==> config.mk <==
export PLATFORM = sky130hd
export DESIGN_NAME = bomb_scheduler
export DESIGN_NICKNAME = d
export VERILOG_FILES = /design/src/rtl/bomb_scheduler_pkg.sv /design/src/rtl/bomb_slot.sv /design/src/rtl/bomb_scheduler.sv
export SDC_FILE = /design/constraint.sdc
export NUM_CORES = 1
export LEC_CHECK = 0
export CAP_MARGIN = 20
export CORE_UTILIZATION = 25
export DETAILED_ROUTE_END_ITERATION = 8
export SYNTH_ARGS = -nofsm -noshare
export SYNTH_HDL_FRONTEND = slang
export SYNTH_SLANG_ARGS = --single-unit
==> constraint.sdc <==
create_clock -name clock -period 13.5 [get_ports clock]
set_input_delay 2.025 -clock clock [delete_from_list [all_inputs] [get_ports clock]]
set_output_delay 2.025 -clock clock [all_outputs]
set_load 0.05 [all_outputs]
==> src/rtl/bomb_scheduler_pkg.sv <==
// bomb_scheduler_pkg: shared slot/owner encodings and timing defaults for the bomb pool
package bomb_scheduler_pkg;
  localparam int ID_W = 3;
  localparam int FUSE_TICKS_DEF = 120;
  localparam int BLAST_TICKS_DEF = 30;
  typedef enum logic [1:0] {ST_IDLE = 2'b00, ST_FUSE = 2'b01, ST_BLAST = 2'b10} slot_state_e;
  typedef enum logic {OWN_P1 = 1'b0, OWN_P2 = 1'b1} owner_e;
endpackage

==> src/rtl/bomb_slot.sv <==
// bomb_slot: one bomb slot with fuse/blast timer, owner and tile
module bomb_slot
  import bomb_scheduler_pkg::*;
#(
  parameter int FUSE_TICKS = FUSE_TICKS_DEF,
  parameter int BLAST_TICKS = BLAST_TICKS_DEF,
  parameter int COORD_W = 4
) (
  input  logic               clock,
  input  logic               resetn,
  input  logic               clear_i,
  input  logic               load_i,
  input  logic               tick_i,
  input  logic               force_i,
  input  owner_e             owner_i,
  input  logic [COORD_W-1:0] x_i,
  input  logic [COORD_W-1:0] y_i,
  output slot_state_e        state_o,
  output owner_e             owner_o,
  output logic [COORD_W-1:0] x_o,
  output logic [COORD_W-1:0] y_o,
  output logic               expire_o,
  output logic               free_o
);
  slot_state_e state_q, state_d;
  owner_e owner_q, owner_d;
  logic [7:0] timer_q, timer_d;
  logic [COORD_W-1:0] x_q, x_d, y_q, y_d;
  always_comb begin
    state_d = state_q;
    owner_d = owner_q;
    timer_d = timer_q;
    x_d = x_q;
    y_d = y_q;
    expire_o = 1'b0;
    free_o = 1'b0;
    if (clear_i) begin
      state_d = ST_IDLE;
      owner_d = OWN_P1;
      timer_d = '0;
      x_d = '0;
      y_d = '0;
    end else if (state_q == ST_IDLE && load_i) begin
      state_d = ST_FUSE;
      owner_d = owner_i;
      timer_d = 8'(FUSE_TICKS);
      x_d = x_i;
      y_d = y_i;
    end else if (state_q == ST_FUSE && (force_i || (tick_i && timer_q == 8'd1))) begin
      state_d = ST_BLAST;
      timer_d = 8'(BLAST_TICKS);
      expire_o = 1'b1;
    end else if (state_q != ST_IDLE && tick_i) begin
      timer_d = timer_q - 8'd1;
      if (state_q == ST_BLAST && timer_q == 8'd1) begin
        state_d = ST_IDLE;
        free_o = 1'b1;
      end
    end
  end
  always_ff @(posedge clock or negedge resetn) begin
    if (!resetn) begin
      state_q <= ST_IDLE;
      owner_q <= OWN_P1;
      timer_q <= '0;
      x_q <= '0;
      y_q <= '0;
    end else begin
      state_q <= state_d;
      owner_q <= owner_d;
      timer_q <= timer_d;
      x_q <= x_d;
      y_q <= y_d;
    end
  end
  assign state_o = state_q;
  assign owner_o = owner_q;
  assign x_o = x_q;
  assign y_o = y_q;
endmodule

==> src/rtl/bomb_scheduler.sv <==
// bomb_scheduler: arbitrates bomb placement, runs the slot pool and serializes detonation events
module bomb_scheduler
  import bomb_scheduler_pkg::*;
#(
  parameter int NUM_BOMBS = 6,
  parameter int MAX_PER_PLAYER = 3,
  parameter int FUSE_TICKS = FUSE_TICKS_DEF,
  parameter int BLAST_TICKS = BLAST_TICKS_DEF,
  parameter int COORD_W = 4
) (
  input  logic                 clock,
  input  logic                 resetn,
  input  logic                 tick,
  input  logic                 game_reset,
  input  logic                 p1_place,
  input  logic                 p2_place,
  input  logic [COORD_W-1:0]   p1_x,
  input  logic [COORD_W-1:0]   p1_y,
  input  logic [COORD_W-1:0]   p2_x,
  input  logic [COORD_W-1:0]   p2_y,
  input  logic [NUM_BOMBS-1:0] chain_det,
  output logic                 p1_grant,
  output logic                 p2_grant,
  output logic                 p1_deny,
  output logic                 p2_deny,
  input  logic [ID_W-1:0]      rd_id,
  output logic [1:0]           rd_state,
  output logic [COORD_W-1:0]   rd_x,
  output logic [COORD_W-1:0]   rd_y,
  output logic                 rd_owner,
  output logic                 det_valid,
  output logic [ID_W-1:0]      det_id,
  output logic [COORD_W-1:0]   det_x,
  output logic [COORD_W-1:0]   det_y,
  output logic [1:0]           p1_live,
  output logic [1:0]           p2_live
);
  slot_state_e slot_state [NUM_BOMBS];
  owner_e slot_owner [NUM_BOMBS];
  logic [COORD_W-1:0] slot_x [NUM_BOMBS];
  logic [COORD_W-1:0] slot_y [NUM_BOMBS];
  logic [NUM_BOMBS-1:0] load, expire, free, det_q, det_d, det_sel;
  logic [1:0] pend_q, pend_d, req, sel, grant_q, grant_d, deny_q, deny_d;
  logic [1:0][COORD_W-1:0] px_q, px_d, py_q, py_d, rx, ry;
  logic [1:0][1:0] live_q, live_d;
  logic rr_q, rr_d, win, has_idle, dup, ok;
  logic [ID_W-1:0] idle_id;
  for (genvar i = 0; i < NUM_BOMBS; i++) begin : g_slot
    bomb_slot #(.FUSE_TICKS(FUSE_TICKS), .BLAST_TICKS(BLAST_TICKS), .COORD_W(COORD_W)) u_slot (
      .clock    (clock),
      .resetn   (resetn),
      .clear_i  (game_reset),
      .load_i   (load[i]),
      .tick_i   (tick),
      .force_i  (chain_det[i]),
      .owner_i  (owner_e'(win)),
      .x_i      (rx[win]),
      .y_i      (ry[win]),
      .state_o  (slot_state[i]),
      .owner_o  (slot_owner[i]),
      .x_o      (slot_x[i]),
      .y_o      (slot_y[i]),
      .expire_o (expire[i]),
      .free_o   (free[i])
    );
  end
  // a same-cycle place pulse is serviced immediately, with its fresh coordinates
  always_comb begin
    rx[0] = p1_place ? p1_x : px_q[0];
    ry[0] = p1_place ? p1_y : py_q[0];
    rx[1] = p2_place ? p2_x : px_q[1];
    ry[1] = p2_place ? p2_y : py_q[1];
    req = pend_q | {p2_place, p1_place};
    win = &req ? rr_q : req[1];
    sel = |req ? 2'b01 << win : 2'b00;
    has_idle = 1'b0;
    idle_id = '0;
    dup = 1'b0;
    for (int i = NUM_BOMBS - 1; i >= 0; i--) begin
      if (slot_state[i] == ST_IDLE) begin
        has_idle = 1'b1;
        idle_id = ID_W'(i);
      end
      if (slot_state[i] == ST_FUSE && slot_x[i] == rx[win] && slot_y[i] == ry[win]) dup = 1'b1;
    end
    ok = |req && has_idle && !dup && live_q[win] != 2'(MAX_PER_PLAYER) && !game_reset;
    load = ok ? NUM_BOMBS'(1) << idle_id : '0;
    grant_d = ok ? sel : 2'b00;
    deny_d = (ok || game_reset) ? 2'b00 : sel;
    pend_d = game_reset ? 2'b00 : req & ~sel;
    px_d = game_reset ? '0 : rx;
    py_d = game_reset ? '0 : ry;
    rr_d = game_reset ? 1'b0 : rr_q ^ (&req);
  end
  always_comb begin
    int n;
    n = 0;
    live_d = '0;
    for (int p = 0; p < 2; p++) begin
      n = int'(live_q[p]) + int'(grant_d[p]);
      for (int i = 0; i < NUM_BOMBS; i++)
        if (free[i] && slot_owner[i] == owner_e'(p)) n = n - 1;
      live_d[p] = game_reset ? 2'd0 : 2'(n < 0 ? 0 : (n > 3 ? 3 : n));
    end
  end
  always_comb begin
    det_sel = '0;
    det_id = '0;
    det_x = '0;
    det_y = '0;
    rd_state = '0;
    rd_x = '0;
    rd_y = '0;
    rd_owner = 1'b0;
    for (int i = NUM_BOMBS - 1; i >= 0; i--)
      if (det_q[i]) begin
        det_sel = NUM_BOMBS'(1) << i;
        det_id = ID_W'(i);
        det_x = slot_x[i];
        det_y = slot_y[i];
      end
    for (int i = 0; i < NUM_BOMBS; i++)
      if (rd_id == ID_W'(i)) begin
        rd_state = slot_state[i];
        rd_x = slot_x[i];
        rd_y = slot_y[i];
        rd_owner = slot_owner[i];
      end
    det_d = game_reset ? '0 : (det_q & ~det_sel) | expire;
  end
  always_ff @(posedge clock or negedge resetn) begin
    if (!resetn) begin
      pend_q <= '0;
      px_q <= '0;
      py_q <= '0;
      rr_q <= 1'b0;
      grant_q <= '0;
      deny_q <= '0;
      det_q <= '0;
      live_q <= '0;
    end else begin
      pend_q <= pend_d;
      px_q <= px_d;
      py_q <= py_d;
      rr_q <= rr_d;
      grant_q <= grant_d;
      deny_q <= deny_d;
      det_q <= det_d;
      live_q <= live_d;
    end
  end
  assign det_valid = |det_q;
  assign p1_grant = grant_q[0];
  assign p2_grant = grant_q[1];
  assign p1_deny = deny_q[0];
  assign p2_deny = deny_q[1];
  assign p1_live = live_q[0];
  assign p2_live = live_q[1];
endmodule
# Yosys cells after proc, flatten, opt, wreduce, memory -nomap -nowiden
# Cells that the tools add are included.
# op_classes
addsub,20
muxes,242
magnitude_cmp,5
bitwise_logic,13
n_reduce_logical,107
shifts,2
n_eq_ne,36
# op_table
operator,count
$mux W32,12
$sub A32 B2 Y32 const B,10
$mux W4,56
$mux W8,26
$mux W2,48
$mux W1,80
$gt A32 B3 Y1 const B,2
$lt A32 B1 Y1 const B,2
$logic_and A1 B1 Y1,58
$eq A4 B4 Y1,12
$eq A8 B1 Y1 const B,6
$mux W6,8
$reduce_bool A4 Y1,12
$sub A8 B1 Y8 const B,6
$mux W3,12
$reduce_bool A2 Y1,12
$reduce_and A2 Y1,7
$eq A2 B1 Y1 const B,6
$eq A2 B2 Y1 const B,6
$logic_not A2 Y1,6
$sub A3 B1 Y4 const B,2
$logic_or A1 B1 Y1,7
$add A2 B1 Y3,2
$and A6 B6 Y6,1
other kinds (18),26
# totals
ff_bits,147
in_bits,31

# Depth between registers and ports, before layout
# logic_depth
word_depth,38
depth_mapped,40

# Cells and area by module
# From an unflattened synthesis, not the netlist that was laid out.
# unflattened
cells_unflattened,1468
hier_area_um2,12373.1
# by_module_without_submodules
mod,cells_each,area_each_um2,n_inst,seq_area_each_um2
bomb_scheduler,862,6477.5,1,825.8
bomb_slot at g_slot[0].u_slot ...,101,984.7,5,475.5
bomb_slot at g_slot[4].u_slot,101,972.2,1,475.5

# Worst setup path before layout
# OpenSTA, ideal clock, no wires.
# synth_path
kind,input-to-reg
startpoint,in p1_place
endpoint,"reg live_q, in the netlist p2_live[1]"
setup_ns,0.123
path_stages,34
arrival_ns,9.862
slack_ns,3.515
path_cell_list,buf_2 > nor2_2 > o22ai_1 > buf_2 > mux2_2 > clkbuf_1 > xor2_1 > a41o_1 > nor4b_2 > and2_1 > nor2b_1 > ha_1 > inv_1 > ha_1 > inv_1 > ha_1 > nand2_1 > nor4_1 > a21o_1 > ha_1 > inv_1 > a211oi_1 > nand2_1 > ha_1 > nor4_2 > a21o_1 > or3b_1 > xor2_1 > and4_4 > or4_4 > nor4_4 > xnor3_1 > nor3_1 > nor2_1
# synth_lines
element,line,text
"start, declared",bomb_scheduler.sv:15,"input logic p1_place,"
"end signal, assigned",bomb_scheduler.sv:149,live_q <= live_d;
"end, declared",bomb_scheduler.sv:45,"logic [1:0][1:0] live_q, live_d;"

==> reports/metrics.cfg <==
[yosys]
synthCells = 1470
ys_seq_area_share_pct = 30.0
syn_area_per_cell_um2 = 8.33
ys.flop_type = dfrtp_1
synth.top_cells.by_area = dfrtp_1 30%, xnor2_1 7.6%, mux2i_1 6.7%
synth_area_leader_cell = dfrtp_1
synth-seq-cells = 147
ys_types = 98
synth_area_um2 = 12200
synth_commonest_cells = 157 x nor2_1, 147 x dfrtp_1, 143 x nand2_1
synth-edff-count = 0
yosys_warnings = 0
async_reset_ff_share_pct = 100
yosysMostFrequentCell = nor2_1
netlist.area_leader.share_pct = 30.0
synth.net_count = 1543

[power_and_ir_drop]
clkPwrFrac_pct = 32.1
pwr-share-seq_pct = 35.3
power.switching_w = 0.000618
p_comb_share_pct = 32.6
switching_share_pct = 38.1
ir_worst_vdd_uv = 75.8
intPower_w = 0.00101
leakage_nw = 5.56
powerDensity_nw_per_um2 = 115

[placed_design]
port_buffers = 61
gp_congestion = 0.897
hpwl_um = 29400

[clock_network]
cts_num_sinks = 147
htreeDepth = 4
cts_buffer_depth = 2
tritoncts.num_buffers = 17
cts_hold_buffers = 0
cts_tree = built
cts_resized = 0
clockRootBuffer = clkbuf_16
clk_pin_slew_ns = 0.06
clock_latency_ns = 0.44
post-cts-setup-buffer-count = 0

[worst_setup_path]
cp-start-kind = primary input
cp_common_cell = ha_1
crit_fanout = 23
arrival_ns = 11.56
slowest_stage = clkdlybuf4s50_1
required_ns = 13.82
cp-end-kind = flip-flop
reg2reg_depth = 34
reg2reg_to = p2_live[0]
reg2reg_from = rr_q
critical_path_class = primary input to flip-flop
ff2ff_setup_slack_ns = 4.33
cpPeakStageDelay_ns = 0.73

[routing]
first_iter_violations = 1144
drc = 0
final_antenna_net_count = 0
drt-vias-per-instance = 5.45
wirelength_um = 40300
dr.pass1.iters = 5
vias = 11500
avgRoutedWirePerCell_um = 19.1

[global_routing]
grt_pass1_vias = 11300
grt_max_degree = 79
grt_util_all_layers_pct = 16.2
antenna_found_initial = 0
grt_pass1_wl_um = 64200
grt-ovfl-total = 0

[min_path]
hp-start = px_q[6]
whs_endpoint = px_q[6]
hold_depth = 2
hold_class = flip-flop to flip-flop

[floorplanning]
die_w_um = 223
io_pins = 62
coreArea_um2 = 48000
die_area_um2 = 49900
start_util_pct = 25.5
std_cell_rows = 80
die_h_um = 223

[timing]
worst_slew_pin_slew_ns = 1.05
rsz0062_at_grt = false
min_period_ns = 11.24
fmax_mhz = 89.0
fin_skew_ns = 0.0108
final-max-slew-violation-count = 0
hold_viol_final = 0
tns_ns = 0
final.period_utilization_pct = 83.3
maxSlewHeadroom_pct = 29.7
setup_violations = 0

[run]
cap_violations = 0

[cells_and_area]
drive_above_1_share_pct = 7.81
syn2layout_area_growth_pct = 15.2
fin_nets = 1559
num_antenna_cells = 0
final_util_pct = 29.4

[status]
status = complete, no violations

==> stage by stage <==
step                      cells  area [um^2]  worst slack [ns]  total power [W]  hold slack, ns
after floorplan            1470        12200              3.51         0.000946           0.461
after global placement     2080        13400              2.33          0.00109           0.501
after detailed placement   2080        13400              1.97          0.00110           0.509
after CTS                  2111        14100              2.41          0.00162           0.525
after global routing       2113        14100              1.73          0.00171           0.543
final                      2113        14100              2.26          0.00162           0.521
==> per-layer routing <==
layer / routed length [um] / global-route usage (%) / share of wire [%] / up-vias
met5: 0 / 0 / 0 / -
met4: 1080 / 5.77 / 2.7 / 0
met3: 3000 / 2.45 / 7.4 / 75
met2: 18000 / 25.2 / 45 / 479
met1: 18200 / 22.7 / 45 / 5602
li1: - / - / - / 5369
==> cell families (layout without fill, tap and decap cells) <==
kind of cell    Yosys count  after routing  synth area share, %
compound gates          308            308                 16.4
flops                   147            147                 30.0
buf+inv                 120            148                 3.95
xor+xnor                145            145                 10.7
fa+ha+maj                42             42                 4.29
mux                      99             99                 8.27
simple gates            609            609                 26.4
==> how the worst max path moves through the flow <==
stage / slack [ns] / cells after the start / startpoint / endpoint
2_1_floorplan: 3.51 / 34 / p1_place / p2_live[1]
3_3_place_gp: 2.33 / 35 / p2_place / p2_live[0]
3_5_place_dp: 1.97 / 35 / p2_place / p2_live[1]
4_1_cts: 2.41 / 35 / p2_place / p2_live[0]
5_1_grt: 1.73 / 35 / p2_place / p2_live[1]
6_report: 2.26 / 35 / p2_place / p2_live[0]
==> critical path: cells and delay by family <==
family	cells	cell delay, ns
buf+inv	5	1.30
xor+xnor	3	0.75
mux	1	0.49
compound gates	5	1.42
fa+ha+maj	5	1.39
simple gates	16	4.19
==> layout make-up <==
class / count / area (um^2)
timing repair buffer: 78 / 758
fill: 5062 / 33900
multi-input combinational: 1203 / 8120
clock buffer: 20 / 457
tap: 615 / 769
sequential: 147 / 3680
inverter: 39 / 146
clock inverter: 11 / 176
==> cell usage in the layout, fill, tap and decap left out, types with 6 or more instances in the layout <==
cell type,instances
nand2b_1,11
nor2b_1,9
or2_2,7
nand4b_1,8
a31oi_1,14
nor3_1,50
mux2_2,15
o21ai_0,85
inv_1,36
xnor2_1,106
o21bai_1,7
nand2_1,143
a21oi_1,70
clkdlybuf4s50_1,59
nand4_1,25
o21ai_1,9
nor4_2,8
nor3b_1,9
dfrtp_1,147
xor2_1,36
nor4_1,31
nand3_1,60
nand3b_1,6
o31a_1,7
clkbuf_16,17
or4_1,9
mux2i_1,82
or3_1,10
o22ai_1,8
nor4_4,7
a211oi_1,13
a22oi_1,8
ha_1,42
buf_4,15
o221ai_1,11
and2_1,12
o211ai_1,7
and3_1,8
nor2_1,157
==> flip-flops by register name (all words and copies together), names as in the netlist, 2 cells and up <==
signal                 flops
p1_live                    2
py_q                       8
g_slot.u_slot.owner_o      6
p2_live                    2
grant_q                    2
g_slot.u_slot.state_o     12
px_q                       8
g_slot.u_slot.x_o         24
det_q                      6
deny_q                     2
pend_q                     2
g_slot.u_slot.y_o         24
g_slot.u_slot.timer_q     48
==> power by group through the flow <==
stage	Sequential [W]	Combinational, W	Clock, W
4_1_cts	0.000572	0.000522	0.000527
3_3_place_gp	0.000577	0.000510	0
3_5_place_dp	0.000579	0.000519	0
5_1_grt	0.000582	0.000582	0.000546
2_1_floorplan	0.000549	0.000396	0
6_report	0.000574	0.000529	0.000521
(Power assumes the default switching activity.)
